## config.mk

```make
export PLATFORM = sky130hd
export DESIGN_NAME = zoom_engine
export DESIGN_NICKNAME = d
export VERILOG_FILES = /design/src/rtl/coproc_pkg.sv /design/src/rtl/zoom_addr_gen.sv /design/src/rtl/zoom_engine.sv
export SDC_FILE = /design/constraint.sdc
export NUM_CORES = 1
export LEC_CHECK = 0
export CORE_ASPECT_RATIO = 0.75
export CORE_MARGIN = 10
export CORE_UTILIZATION = 55
export DETAILED_ROUTE_END_ITERATION = 6
export PLACE_DENSITY_LB_ADDON = 0.3
export SETUP_SLACK_MARGIN = 0.3
export SLEW_MARGIN = 20
export SYNTH_ARGS = -nofsm -noshare
export SYNTH_HDL_FRONTEND = slang
export SYNTH_SLANG_ARGS = --single-unit
export TNS_END_PERCENT = 1
```

## constraint.sdc

```tcl
create_clock -name CLK -period 9.1 [get_ports CLK]
set_input_delay 1.365 -clock CLK [delete_from_list [all_inputs] [get_ports CLK]]
set_output_delay 1.365 -clock CLK [all_outputs]
set_load 0.01 [all_outputs]
```

## src/rtl/coproc_pkg.sv

```systemverilog
// Shared coprocessor definitions: scaling algorithm codes and the zoom engine state encoding.
package coproc_pkg;

  typedef enum logic [1:0] {
    ALG_REPLICATE = 2'd0,
    ALG_DECIMATE  = 2'd1,
    ALG_AVERAGE   = 2'd2,
    ALG_COPY      = 2'd3
  } alg_e;

  typedef enum logic [1:0] {
    ST_IDLE   = 2'd0,
    ST_RUN    = 2'd1,
    ST_DRAIN  = 2'd2,
    ST_FINISH = 2'd3
  } state_e;

  localparam int IMG_W_BITS = 10;
  localparam int IMG_H_BITS = 9;

endpackage

```

## src/rtl/zoom_addr_gen.sv

```systemverilog
// Walks output pixels in raster order (and the source block inside each pixel for averaging),
// producing the source read address, the linear destination address and end-of-block/end-of-image flags.
module zoom_addr_gen
  import coproc_pkg::*;
#(
  parameter int SRC_W      = 160,
  parameter int SRC_ADDR_W = 15,
  parameter int DST_ADDR_W = 17,
  parameter int MAX_LOG2   = 2
) (
  input  logic                  clk,
  input  logic                  reset,
  input  logic                  load,
  input  logic                  step,
  input  logic [1:0]            alg,
  input  logic [1:0]            k,
  input  logic [IMG_W_BITS-1:0] w_out,
  input  logic [IMG_H_BITS-1:0] h_out,
  output logic [SRC_ADDR_W-1:0] src_addr,
  output logic [DST_ADDR_W-1:0] dst_addr,
  output logic                  last_in_block,
  output logic                  last_pixel
);

  localparam int BW = (MAX_LOG2 > 0) ? MAX_LOG2 : 1;

  logic [IMG_W_BITS-1:0] ox_q, ox_d;
  logic [IMG_H_BITS-1:0] oy_q, oy_d;
  logic [BW-1:0]         bx_q, bx_d, by_q, by_d;
  logic [DST_ADDR_W-1:0] pix_q, pix_d;
  logic [BW-1:0]         blk_max;
  logic                  last_col, last_row;
  logic [15:0]           sx, sy;

  always_comb begin
    // NOTE: every variable written here gets a default first, so no path can infer a latch.
    blk_max  = '0;
    sx       = 16'(ox_q);
    sy       = 16'(oy_q);
    if (alg == ALG_AVERAGE) blk_max = BW'((32'd1 << k) - 32'd1);

    unique case (alg)
      ALG_REPLICATE: begin
        sx = 16'(ox_q) >> k;
        sy = 16'(oy_q) >> k;
      end
      ALG_DECIMATE: begin
        sx = 16'(ox_q) << k;
        sy = 16'(oy_q) << k;
      end
      ALG_AVERAGE: begin
        sx = (16'(ox_q) << k) + 16'(bx_q);
        sy = (16'(oy_q) << k) + 16'(by_q);
      end
      default: ;
    endcase

    last_col      = (ox_q == w_out - 10'd1);
    last_row      = (oy_q == h_out - 9'd1);
    last_in_block = (bx_q == blk_max) && (by_q == blk_max);
    last_pixel    = last_in_block && last_col && last_row;
    src_addr      = SRC_ADDR_W'(32'(sy) * SRC_W + 32'(sx));
    dst_addr      = pix_q;

    ox_d  = ox_q;
    oy_d  = oy_q;
    bx_d  = bx_q;
    by_d  = by_q;
    pix_d = pix_q;
    if (load) begin
      ox_d  = '0;
      oy_d  = '0;
      bx_d  = '0;
      by_d  = '0;
      pix_d = '0;
    end else if (step) begin
      // Block column fastest, then block row, then output pixel.
      if (bx_q != blk_max) begin
        bx_d = bx_q + BW'(1);
      end else begin
        bx_d = '0;
        if (by_q != blk_max) begin
          by_d = by_q + BW'(1);
        end else begin
          by_d  = '0;
          pix_d = (last_col && last_row) ? '0 : pix_q + DST_ADDR_W'(1);
          if (!last_col) begin
            ox_d = ox_q + 10'd1;
          end else begin
            ox_d = '0;
            oy_d = last_row ? '0 : oy_q + 9'd1;
          end
        end
      end
    end
  end

  // NOTE: state registers use non-blocking assignments so all flops update together at the edge.
  always_ff @(posedge clk) begin
    if (reset) begin
      ox_q  <= '0;
      oy_q  <= '0;
      bx_q  <= '0;
      by_q  <= '0;
      pix_q <= '0;
    end else begin
      ox_q  <= ox_d;
      oy_q  <= oy_d;
      bx_q  <= bx_d;
      by_q  <= by_d;
      pix_q <= pix_d;
    end
  end

endmodule

```

## src/rtl/zoom_engine.sv

```systemverilog
// Image scaling engine: reads the source ROM, applies replicate/decimate/average/copy at 2^k,
// and streams the result to the destination RAM with a two-cycle read-to-write pipeline.
module zoom_engine
  import coproc_pkg::*;
#(
  parameter int SRC_W      = 160,
  parameter int SRC_H      = 120,
  parameter int PIX_W      = 8,
  parameter int SRC_ADDR_W = 15,
  parameter int DST_ADDR_W = 17,
  parameter int MAX_LOG2   = 2
) (
  input  logic                  CLK,
  input  logic                  RESET,
  input  logic                  START,
  input  logic [1:0]            ALGORITHM,
  input  logic [1:0]            ZOOM_LOG2,
  output logic [SRC_ADDR_W-1:0] SRC_ADDR,
  input  logic [PIX_W-1:0]      SRC_DATA,
  output logic [DST_ADDR_W-1:0] DST_ADDR,
  output logic [PIX_W-1:0]      DST_DATA,
  output logic                  DST_WREN,
  output logic [9:0]            IMG_WIDTH_OUT,
  output logic [8:0]            IMG_HEIGHT_OUT,
  output logic                  BUSY,
  output logic                  DONE,
  output logic                  ERR
);

  localparam int ACC_W = PIX_W + 2 * MAX_LOG2;

  state_e                state_q, state_d;
  alg_e                  alg_q, alg_d;
  logic [1:0]            k_q, k_d;
  logic [IMG_W_BITS-1:0] width_q, width_d;
  logic [IMG_H_BITS-1:0] height_q, height_d;
  logic                  err_q, err_d, busy_q, busy_d, done_q, done_d;
  logic                  rd_valid_q, rd_valid_d, rd_lib_q, rd_lib_d, rd_last_q, rd_last_d;
  logic [DST_ADDR_W-1:0] rd_dst_q, rd_dst_d;
  logic [ACC_W-1:0]      acc_q, acc_d, sum;
  logic [DST_ADDR_W-1:0] dst_addr_q, dst_addr_d;
  logic [PIX_W-1:0]      dst_data_q, dst_data_d;
  logic                  dst_wren_q, dst_wren_d;
  logic [2:0]            shift;

  alg_e                  req_alg;
  logic [1:0]            req_k;
  logic                  req_ok;
  int                    req_w, req_h;

  logic                  load, step, last_in_block, last_pixel;
  logic [DST_ADDR_W-1:0] gen_dst_addr;

  zoom_addr_gen #(
    .SRC_W      (SRC_W),
    .SRC_ADDR_W (SRC_ADDR_W),
    .DST_ADDR_W (DST_ADDR_W),
    .MAX_LOG2   (MAX_LOG2)
  ) u_addr_gen (
    .clk           (CLK),
    .reset         (RESET),
    .load          (load),
    .step          (step),
    .alg           (alg_q),
    .k             (k_q),
    .w_out         (width_q),
    .h_out         (height_q),
    .src_addr      (SRC_ADDR),
    .dst_addr      (gen_dst_addr),
    .last_in_block (last_in_block),
    .last_pixel    (last_pixel)
  );

  // Request decode: k=0 on a scaling algorithm degenerates to a copy rather than an error.
  always_comb begin
    req_alg = alg_e'(ALGORITHM);
    req_k   = ZOOM_LOG2;
    req_ok  = 1'b1;
    req_w   = SRC_W;
    req_h   = SRC_H;
    if (req_alg != ALG_COPY) begin
      if (int'(ZOOM_LOG2) > MAX_LOG2) req_ok = 1'b0;
      else if (ZOOM_LOG2 == 2'd0)     req_alg = ALG_COPY;
    end
    if (req_alg == ALG_COPY) req_k = 2'd0;
    unique case (req_alg)
      ALG_REPLICATE: begin
        req_w = SRC_W << ZOOM_LOG2;
        req_h = SRC_H << ZOOM_LOG2;
      end
      ALG_DECIMATE, ALG_AVERAGE: begin
        req_w = SRC_W >> ZOOM_LOG2;
        req_h = SRC_H >> ZOOM_LOG2;
        if ((req_w << ZOOM_LOG2) != SRC_W || (req_h << ZOOM_LOG2) != SRC_H) req_ok = 1'b0;
      end
      default: ;
    endcase
    // Dimensions that overflow the size ports are refused alongside the RAM capacity limit.
    if (longint'(req_w) * longint'(req_h) > (longint'(1) << DST_ADDR_W) ||
        req_w >= (1 << IMG_W_BITS) || req_h >= (1 << IMG_H_BITS)) req_ok = 1'b0;
  end

  always_comb begin
    state_d  = state_q;
    alg_d    = alg_q;
    k_d      = k_q;
    width_d  = width_q;
    height_d = height_q;
    err_d    = err_q;
    busy_d   = busy_q;
    done_d   = 1'b0;
    load     = 1'b0;
    unique case (state_q)
      ST_IDLE: begin
        if (START) begin
          if (req_ok) begin
            state_d  = ST_RUN;
            alg_d    = req_alg;
            k_d      = req_k;
            width_d  = IMG_W_BITS'(req_w);
            height_d = IMG_H_BITS'(req_h);
            err_d    = 1'b0;
            busy_d   = 1'b1;
            load     = 1'b1;
          end else begin
            state_d = ST_FINISH;
            err_d   = 1'b1;
          end
        end
      end
      ST_RUN:   if (last_pixel) state_d = ST_DRAIN;
      ST_DRAIN: if (rd_valid_q && rd_last_q) state_d = ST_FINISH;
      ST_FINISH: begin
        state_d = ST_IDLE;
        busy_d  = 1'b0;
        done_d  = 1'b1;
      end
      default: state_d = ST_IDLE;
    endcase
  end

  assign step = (state_q == ST_RUN);

  // Read metadata travels alongside the ROM latency; the accumulator closes a block on its last read.
  always_comb begin
    rd_valid_d = (state_q == ST_RUN);
    rd_lib_d   = last_in_block;
    rd_last_d  = last_pixel;
    rd_dst_d   = gen_dst_addr;
    shift      = (alg_q == ALG_AVERAGE) ? {k_q, 1'b0} : 3'd0;
    sum        = acc_q + ACC_W'(SRC_DATA);
    acc_d      = load ? '0 : acc_q;
    dst_wren_d = 1'b0;
    dst_addr_d = dst_addr_q;
    dst_data_d = dst_data_q;
    if (rd_valid_q) begin
      if (rd_lib_q) begin
        acc_d      = '0;
        dst_wren_d = 1'b1;
        dst_addr_d = rd_dst_q;
        dst_data_d = PIX_W'(sum >> shift);
      end else begin
        acc_d = sum;
      end
    end
  end

  always_ff @(posedge CLK) begin
    if (RESET) begin
      state_q    <= ST_IDLE;
      alg_q      <= ALG_COPY;
      k_q        <= 2'd0;
      width_q    <= IMG_W_BITS'(SRC_W);
      height_q   <= IMG_H_BITS'(SRC_H);
      err_q      <= 1'b0;
      busy_q     <= 1'b0;
      done_q     <= 1'b0;
      rd_valid_q <= 1'b0;
      rd_lib_q   <= 1'b0;
      rd_last_q  <= 1'b0;
      rd_dst_q   <= '0;
      acc_q      <= '0;
      dst_addr_q <= '0;
      dst_data_q <= '0;
      dst_wren_q <= 1'b0;
    end else begin
      state_q    <= state_d;
      alg_q      <= alg_d;
      k_q        <= k_d;
      width_q    <= width_d;
      height_q   <= height_d;
      err_q      <= err_d;
      busy_q     <= busy_d;
      done_q     <= done_d;
      rd_valid_q <= rd_valid_d;
      rd_lib_q   <= rd_lib_d;
      rd_last_q  <= rd_last_d;
      rd_dst_q   <= rd_dst_d;
      acc_q      <= acc_d;
      dst_addr_q <= dst_addr_d;
      dst_data_q <= dst_data_d;
      dst_wren_q <= dst_wren_d;
    end
  end

  assign DST_ADDR       = dst_addr_q;
  assign DST_DATA       = dst_data_q;
  assign DST_WREN       = dst_wren_q;
  assign IMG_WIDTH_OUT  = width_q;
  assign IMG_HEIGHT_OUT = height_q;
  assign BUSY           = busy_q;
  assign DONE           = done_q;
  assign ERR            = err_q;

endmodule

```

==> reports/qor.csv <==
stage;metric;value;unit
status;outcome;completed;
timing;relSlewSlack;0.333;
clock_network;h-tree-depth;4;
timing;whs;0.436;ns
synthesis;synth.cell_area;0.0123;mm^2
timing;finalSetupTns;0;ns
synthesis;synth-main-ff-cell;dfxtp_1;
synthesis;yosysWarnings;0;
cells_and_area;stdcell_area;0.0147;mm^2
synthesis;postSynthCellCount;1514;
synthesis;synth_seq_cells;123;
grt;grt_pass1_vias;10421;
critical_path;critPathMaxFanout;7;
floorplanning;die_y;150;um
detailed_routing;drc;0;
grt;met2_usage;0.321;
timing;fin_ws;0.534;ns
floorplanning;pin_count;78;
critical_path;crit_slowest_cell;fa_1;
cells_and_area;area_growth;19.2;%
timing;rsz0062_at_grt;no;
floorplanning;core-area;0.0221;mm^2
grt;antenna_found_initial;0;
floorplanning;fp.dieW;193;um
clock_network;cts_tree;yes;
clock_network;cts.path.max_buffers;2;
synthesis;seq_area_frac_synth;0.200;
clock_network;cts_sinks;123;
synthesis;synthArstFlopShare;0;
synthesis;synth_edf_count;0;
cells_and_area;nFillCells;1776;
critical_path;cp_num_buf_inv;10;
timing;finalCritPeriodShare;0.941;
critical_path;rrSetupSlack;4.70;ns
clock_network;hold_buffers;0;
synthesis;yosysTopAreaCell;dfxtp_1;
detailed_routing;drtAntennaViolNets;0;
cells_and_area;drive_gt1_frac;0.126;
clock_network;numCtsBuffers;17;
synthesis;yosysUniqueCellTypes;73;
critical_path;crit_path_frequent_cell;fa_1;
detailed_routing;drtIter0Drc;985;
grt;grtUsageMet3;0.0463;
timing;slew_violations;0;
grt;grt_pass1_wl;52200;um
floorplanning;initial_core_util;0.558;
placed_design;pre_cts_slack;-0.634;ns
pwr;vdd_drop_max;0.131;mV
timing;hold_violations;0;
placed_design;finalWeightedCongestion;0.934;
critical_path;startpoint_type;input pin;
placed_design;post_dp_cell_area;0.0137;mm^2
detailed_routing;drt-total-wl;32100;um
detailed_routing;dr.pass1.iters;5;
grt;grt.total_usage;0.218;
timing;max_freq;117;MHz
grt;grt_max_degree;74;
critical_path;worst_setup_path_end_kind;flip-flop;
synthesis;synth_area_leaders;dfxtp_1 (20%), ha_1 (15%), fa_1 (9.8%);
cells_and_area;nNetsFinal;1835;
clock_network;root_buffer;clkbuf_16;
pwr;power_density;162;mW/mm^2
timing;setup_viol;0;
job;maxCapViolations;0;
grt;grt.overflow.total;0;
critical_path;cp.arrival;8.92;ns
cells_and_area;antennaDiodeCount;0;
detailed_routing;routed_via_density;5.77;
synthesis;syn_area_per_cell;8.13;um^2
critical_path;critPathKind;in -> reg;
synthesis;synth_top_area_frac;0.200;
timing;period_minus_slack;8.57;ns
floorplanning;row_count;47;
critical_path;worst_ep_required_time;9.45;ns
synthesis;synthTopCellsByCount;nor2_1 (159), inv_1 (156), ha_1 (145);
placed_design;dp_hpwl;23800;um
clock_network;clkSlewWorstSetupHoldPaths;0.06;ns
min_path;hold_class;reg -> reg;
clock_network;insertion_delay;0.42;ns
grt;met1_usage;0.317;
detailed_routing;wire_per_inst;16.7;um
pwr;power_leakage;6.60;nW
timing;worst_pin_slew;1.00;ns
timing;fin_worst_skew;0.0122;ns
grt;grt-busiest-layer;met2;
critical_path;crit_family;adder cells;
detailed_routing;vias;11093;
synthesis;synth_most_common_cell;nor2_1;
placed_design;port_buffers;75;
floorplanning;dieArea;0.0288;mm^2
critical_path;crit_path_max_incr_delay;0.55;ns
## power breakdown
group          switching (mW)  internal (mW)  leakage [nW]
clock network           0.294          0.392         0.288
registers              0.0481          0.571         0.995
logic                   0.593          0.482          5.32
total                   0.935           1.44          6.60
## cell type report
class,instances,area [um^2],share of cell area
well taps,294,368,0.0251
clock buffers,17,425,0.0290
clock inverters,15,170,0.0116
flip-flops and latches,123,2460,0.168
inverters,157,589,0.0402
multi-input cells,1158,9220,0.628
repair buffers,158,1440,0.0982
## flip-flops by register name (all words and copies together), names as in the netlist, 8 cells and up
| register | flops |
|---|---|
| DST_ADDR | 17 |
| u_addr_gen.oy_q | 9 |
| rd_dst_q | 17 |
| acc_q | 12 |
| u_addr_gen.dst_addr | 17 |
| IMG_WIDTH_OUT | 8 |
| IMG_HEIGHT_OUT | 8 |
| u_addr_gen.ox_q | 10 |
| DST_DATA | 8 |
## tightest hold or removal path, delay by kind of cell (launching register included)
kind | cells | cell delay, ns
compound gates | 1 | 0.05
flops | 1 | 0.30
simple gates | 1 | 0.05
## cells by family (layout without fill, tap and decap cells)
| family | after synthesis | count (layout) | share of synthesized area |
|---|---|---|---|
| buf+inv | 252 | 347 | 0.0814 |
| other cells | 2 | 19 | 0.000610 |
| xor+xnor | 98 | 98 | 0.0697 |
| simple gates | 503 | 503 | 0.199 |
| compound gates | 264 | 266 | 0.135 |
| flops | 123 | 123 | 0.200 |
| fa+ha+maj | 205 | 205 | 0.245 |
| mux | 67 | 67 | 0.0695 |
## metrics by stage
| step | power, mW | utilization | cells |
|---|---|---|---|
| 5_1_grt | 2.53 | 0.665 | 1922 |
| 3_3_place_gp | 1.53 | 0.622 | 1876 |
| 6_report | 2.38 | 0.665 | 1922 |
| 4_1_cts | 2.29 | 0.654 | 1911 |
| 3_5_place_dp | 1.57 | 0.622 | 1876 |
| 2_1_floorplan | 1.27 | - | 1531 |
## cell usage in the layout (no fill, tap or decap), drive strengths merged, types with 10 or more instances in the layout
cell	Yosys	layout
a211oi	10	10
a21o	15	15
a21oi	92	92
a31oi	17	17
and2	16	16
and3	28	28
buf	21	84
clkbuf	74	20
clkdlybuf4s50	0	70
conb	2	19
dfxtp	123	123
fa	60	60
ha	145	145
inv	156	166
mux2i	45	45
mux4	14	14
nand2	115	115
nand2b	12	12
nand3	38	38
nand4	17	17
nor2	159	159
nor2b	28	28
nor3	31	31
o211ai	10	10
o21ai	62	62
or3	12	12
xnor2	54	54
xor2	44	44
## layer usage
metal / vias to the layer above / share of wire
li1: 5362 / -
met1: 5302 / 0.47
met2: 392 / 0.43
met3: 37 / 0.086
met4: 0 / 0.013
met5: - / 0
## what timing repair did
action / in CTS / in global routing
pin swaps: 7 / 31
buffers inserted: 3 / 7
resized for setup: 22 / 47
gates cloned: 0 / 4
endpoints found under the setup margin: 75 / 75
## path summary, 6_finish.rpt
path | from | depth (start not counted) | to
worst min-delay path | rd_dst_q[2] | 2 | DST_ADDR[2]
worst max-delay path | ZOOM_LOG2[0] | 33 | u_addr_gen.ox_q[8]
worst max register to register | alg_q[1] | 9 | u_addr_gen.dst_addr[10]
worst min register to register | rd_dst_q[2] | 2 | DST_ADDR[2]
(Power assumes the default switching activity.)
